File: config.mk
export PLATFORM = sky130hd
export DESIGN_NAME = decade_counter_n
export DESIGN_NICKNAME = d
export VERILOG_FILES = /design/src/rtl/decade_counter_n.sv
export SDC_FILE = /design/constraint.sdc
export NUM_CORES = 1
export LEC_CHECK = 0
export ABC_CLOCK_PERIOD_IN_PS = 2050
export CAP_MARGIN = 20
export CORE_MARGIN = 3
export CORE_UTILIZATION = 39
export DETAILED_ROUTE_END_ITERATION = 16
export GPL_TIMING_DRIVEN = 1
export HOLD_SLACK_MARGIN = 0.05
export PLACE_DENSITY = 0.66
export SLEW_MARGIN = 10
export SYNTH_ARGS = -nofsm -noshare
export SYNTH_HDL_FRONTEND = slang
export SYNTH_SLANG_ARGS = --single-unit
File: constraint.sdc
create_clock -name clk -period 2.05 [get_ports clk]
set_clock_uncertainty 0.05 [all_clocks]
set_input_delay 0.41 -clock clk [delete_from_list [all_inputs] [get_ports clk]]
set_output_delay 0.41 -clock clk [all_outputs]
set_load 0.005 [all_outputs]
File: src/rtl/decade_counter_n.sv
// rtl/decade_counter_n.sv - cascaded modulo-N up/down digit counter with load, clear, wrap pulse and sticky overflow
module decade_counter_n #(
  parameter int DIGITS  = 4,
  parameter int MODULUS = 10,
  parameter int DW      = 4
) (
  input  logic                 clk,
  input  logic                 rst_n,
  input  logic                 en,
  input  logic                 up,
  input  logic                 clr,
  input  logic                 load,
  input  logic [DIGITS*DW-1:0] load_val,
  output logic [DIGITS*DW-1:0] count,
  output logic                 out,
  output logic                 ovf
);

  localparam logic [DW:0]   MODW = (DW+1)'(MODULUS);
  localparam logic [DW-1:0] TOP  = DW'(MODULUS - 1);

  logic [DIGITS*DW-1:0] count_nxt;
  logic [DIGITS*DW-1:0] load_clamped;
  logic [DIGITS:0]      step;
  logic                 wrap;

  // step[i] means digit i moves this cycle; it ripples through terminal digits.
  always_comb begin
    count_nxt    = count;
    load_clamped = '0;
    step         = '0;
    step[0]      = en;
    for (int i = 0; i < DIGITS; i++) begin
      if ({1'b0, load_val[i*DW +: DW]} >= MODW)
        load_clamped[i*DW +: DW] = TOP;
      else
        load_clamped[i*DW +: DW] = load_val[i*DW +: DW];

      if (up)
        step[i+1] = step[i] && (count[i*DW +: DW] == TOP);
      else
        step[i+1] = step[i] && (count[i*DW +: DW] == '0);

      // Out-of-range digits snap to the wrap target of the current direction.
      if (step[i]) begin
        if (up) begin
          if ({1'b0, count[i*DW +: DW]} >= MODW - 1'b1)
            count_nxt[i*DW +: DW] = '0;
          else
            count_nxt[i*DW +: DW] = count[i*DW +: DW] + 1'b1;
        end else begin
          if (count[i*DW +: DW] == '0 || {1'b0, count[i*DW +: DW]} >= MODW)
            count_nxt[i*DW +: DW] = TOP;
          else
            count_nxt[i*DW +: DW] = count[i*DW +: DW] - 1'b1;
        end
      end
    end
    wrap = step[DIGITS];
  end

  always_ff @(posedge clk or negedge rst_n) begin
    if (!rst_n) begin
      count <= '0;
      out   <= 1'b0;
      ovf   <= 1'b0;
    end else if (clr) begin
      count <= '0;
      out   <= 1'b0;
      ovf   <= 1'b0;
    end else if (load) begin
      count <= load_clamped;
      out   <= 1'b0;
    end else begin
      count <= count_nxt;
      out   <= wrap;
      if (wrap)
        ovf <= 1'b1;
    end
  end

endmodule

==> summary by stage <==
Timing
The ratio of final minimum period to clock period is 100.8%. The number of endpoints with negative hold slack in the final report is 0. The number of setup violations in the final report is 1. Measured against its own limit, the worst slew margin works out to ~75%. The worst hold slack is 0.4328 ns.

The slew at the pin with the worst max-slew slack is 0.3768 ns. The count of final max-slew check failures was 0. Setup repair after global routing could not meet its margin everywhere. For the finished layout, the period the worst path requires is 2.067 ns. Across all setup checks in the final design, the least slack found is -0.01658 ns. The maximum clock frequency is just under 500 MHz.

Floorplanning
Measured along the x axis, the die boundary spans 76.13 microns. The floorplan step defined a die boundary enclosing between 0.005 and 0.006 sq mm. The floorplan step set the die height to 76.13 microns. The number of placement rows is 24.

During I/O placement, the number of pins put on the boundary was 40. Once the floorplan was initialized, standard cells occupied 42.30% of the core. The area of the placeable core is 0.004534 sq mm.

Synth
After synthesis the netlist holds a flip-flop and latch count of 18. Yosys mapped a number of flops with a built-in enable equal to 0. Synthesis instantiated 60 different standard cells from the library. The cell area that synthesis handed to floorplanning was around 0.0019 sq mm.

In the synthesized netlist the async set-or-reset flop fraction comes to 100.0%. The synthesized area per cell is 8.268 sq um. The number of instances in the synthesized netlist is 232. The number of warnings printed during yosys synthesis is 0. In the synthesized netlist the dominant register cell turns out to be sky130_fd_sc_hd__dfrtp_1. When the netlist entered floorplanning its net count stood at approximately 270. The sequential cell area fraction in the yosys report is 23.48%.

Layout
Registers take 451.7 sq um. The total number of nets in the final design is ~350. The number of antenna diodes in the final layout is 0.

The layout has 396 filler cells. Once layout is complete, the cells apart from fillers number 371. The area overhead of the layout relative to synthesis is 45.66%. The proportion of layout cells with a drive suffix above 1 is about a quarter. The cell area after layout is 0.002794 sq mm. The total area of multi-input combinational cells is 0.001425 sq mm.

Critical path
The largest stage delay on the critical path is 0.39 ns. The family with the most delay on the worst path is simple AND/OR/NAND/NOR gates. The critical path in this run is classified as flop to flop. The slowest cell on the critical path is sky130_fd_sc_hd__dfrtp_1. In this run the worst path has a maximum fanout of 5. The critical path buffer and inverter count is 2.

The worst path required time is 2.16 ns. The worst setup path is launched from a flop. The endpoint type of the worst setup path is a flop.

STA puts the critical path data arrival time at 2.18 ns. Traced cell by cell, the critical path runs through inv_2 -> ha_2 -> nor4b_4 -> a21oi_1 -> nor3_2 -> a2111oi_2 -> buf_4 -> a2111oi_4.

Routing
For this run, design rule violations remaining after detail routing come to 0. In the routed layout, each cell is associated on average with a via count of 5.426. The via count is 2013. The number of DRC markers in iteration 0 is 178.

The detailed-router iteration count before antenna repair is 4. The average wire per cell in the routed design is 14.42 microns. The routed design has 5350 microns of wire. The antenna violation net count after detailed routing is 0.

Power
Total power for the finished layout comes to 0.001448 W. The ratio of total power to cell area is just over 500 mW/mm^2. For this design the static power due to leakage is about 1.2 nW. The peak ir drop on the vdd network is between 0.2 and 0.3 mV.

Global routing
After global routing the overflow that remains totals 0. The number of global-route vias before repair is 1926. The number of antenna violations at the first check in global routing was 0.

The wire length of the first global-routing pass is 8735 microns. The largest net degree at the start of global routing is 19. The global-route total usage across every layer is roughly 18%.

Job
The number of maximum-capacitance constraint violations is 0.

Clock tree
The root buffer cell is sky130_fd_sc_hd__clkbuf_8. The clock network latency to the later pin of the worst-skew pair is 0.26 ns. Counting along the longest clock path gives a buffer depth of 2.

The number of hold buffers added after CTS is 0. Clock-pin slew was measured on the worst setup and hold paths at 0.08 ns. TritonCTS built the clock tree. The count of H-tree levels built during CTS is 1. For this design, the sink count on the clock tree is 18.

TritonCTS created 3 clock buffers.

Hold path
The worst hold path belongs to the class primary input to async pin.

Status
The run finished, with violations left. The final reports fail on negative setup slack.

Placement
Timing analysis after detailed placement gives a worst setup slack of -0.1286 ns. In this run the cell area measured after placement is about 0.0026 sq mm. The cell count after placement is approximately 360.

The wire-length estimate of the detail-placed layout is 3908 microns. The routability congestion estimate is 0.8678. The count of input and output buffers is 39.
-- through the flow --
| step | setup TNS, ns | utilization (%) |
|---|---|---|
| final | -0.01658 | 61.62 |
| after global routing | -0.2257 | 61.62 |
| after CTS | 0 | 58.28 |
| after detailed placement | -1.111 | 56.93 |
| after global placement | -0.9069 | 56.93 |
| after floorplan | 0 | - |
-- worst reg2reg max path, stage by stage, from the launching register on --
cell and delay [ns]:
sky130_fd_sc_hd__dfrtp_1 0.39, sky130_fd_sc_hd__inv_2 0.09, sky130_fd_sc_hd__ha_2 0.20, sky130_fd_sc_hd__nor4b_4 0.30, sky130_fd_sc_hd__a21oi_1 0.11, sky130_fd_sc_hd__nor3_2 0.27, sky130_fd_sc_hd__a2111oi_2 0.09, sky130_fd_sc_hd__buf_4 0.15
sky130_fd_sc_hd__a2111oi_4 0.30
-- area by class of cell --
type                            count  share of cell area, %
Tap cell                           65                  2.911
Timing Repair Buffer               81                  25.26
Inverter                           20                  2.687
Multi-Input combinational cell    183                  51.01
Sequential cell                    18                  16.17
Clock buffer                        4                  1.970
-- layer usage --
layer,vias up,wire length (microns),global-route usage [%]
met3,6,248,2.955
met5,-,0,0
li1,994,-,-
met1,955,2652,24.89
met4,0,46,6.341
met2,58,2402,28.37
-- flip-flops by register name, indices dropped and copies added, names as in the netlist --
register / flops
count: 16
out: 1
ovf: 1
-- final timing paths --
kind	from	end	slack, ns	cells past startpoint
hold reg to reg	ovf$_DFFE_PN0P_	ovf$_DFFE_PN0P_	0.46	1
setup reg to reg	count[0]$_DFFE_PN0P_	count[2]$_DFFE_PN0P_	-0.02	8
min in group clk	ovf$_DFFE_PN0P_	ovf$_DFFE_PN0P_	0.46	1
setup / recovery	count[0]$_DFFE_PN0P_	count[2]$_DFFE_PN0P_	-0.02	8
hold / removal	rst_n	count[0]$_DFFE_PN0P_	0.43	2
max in group asynchronous	rst_n	count[4]$_DFFE_PN0P_	1.27	2
-- cell families after synthesis --
group                      synth area share (%)
AOI/OAI and AO/OA                         31.70
and+or+nand+nor                           22.18
buffers and inverters                     7.241
adders and majority gates                 12.39
DFF                                       23.48
muxes                                     2.087
xor gates and xnor gates                 0.9134
-- cell usage in the layout, fill, tap and decap left out, types with 3 or more instances in the layout --
cell type and n:
sky130_fd_sc_hd__a21oi_1 13, sky130_fd_sc_hd__clkbuf_8 4, sky130_fd_sc_hd__dfrtp_1 17, sky130_fd_sc_hd__o31ai_1 4, sky130_fd_sc_hd__o21ai_0 14, sky130_fd_sc_hd__nand3_1 6, sky130_fd_sc_hd__a31oi_1 5, sky130_fd_sc_hd__o21ai_1 3
sky130_fd_sc_hd__nand2b_1 6, sky130_fd_sc_hd__nor2b_1 3, sky130_fd_sc_hd__ha_1 15, sky130_fd_sc_hd__nor2_1 17, sky130_fd_sc_hd__or3_1 3, sky130_fd_sc_hd__inv_1 18, sky130_fd_sc_hd__a32oi_1 3, sky130_fd_sc_hd__o211ai_1 3
sky130_fd_sc_hd__clkdlybuf4s50_1 39, sky130_fd_sc_hd__a21oi_2 4, sky130_fd_sc_hd__o21a_1 5, sky130_fd_sc_hd__nor3_1 6, sky130_fd_sc_hd__buf_4 42, sky130_fd_sc_hd__nand2_1 17, sky130_fd_sc_hd__mux2i_1 4
-- cell usage after synthesis (all sizes together), types with 2 or more instances --
cell     number  area (sq um)
inv          20         75.07
ha           19         237.7
a21oi        18         105.1
dfrtp        18         450.4
nand2        17         63.81
nor2         17         63.81
o21ai        17         85.08
buf           8         52.55
nand2b        7         43.79
nor3          7         35.03
nand3         6         30.03
a31oi         5         31.28
o21a          5         37.54
mux2i         4         40.04
nor2b         4         25.02
o31ai         4         30.03
or3           4         30.03
or3b          4         40.04
a2111oi       3         46.30
a32oi         3         26.28
a41oi         3         45.05
clkbuf        3         11.26
nor3b         3         22.52
o211ai        3         22.52
a21boi        2         18.77
a21o          2         22.52
and3          2         12.51
o22a          2         17.52
o22ai         2         12.51
o2bb2ai       2         17.52
-- power by group --
group          internal (W)  switching [W]  total (W)
Sequential         0.000389      0.0000650   0.000454
Clock              0.000171       0.000139   0.000310
Combinational      0.000363       0.000321   0.000684
-- timing repair --
item                                    CTS  global route
setup buffers                             0             8
pin swaps                                 1             5
endpoints found under the setup margin    8            15
resized for setup                         3            19
(Power assumes the default switching activity.)
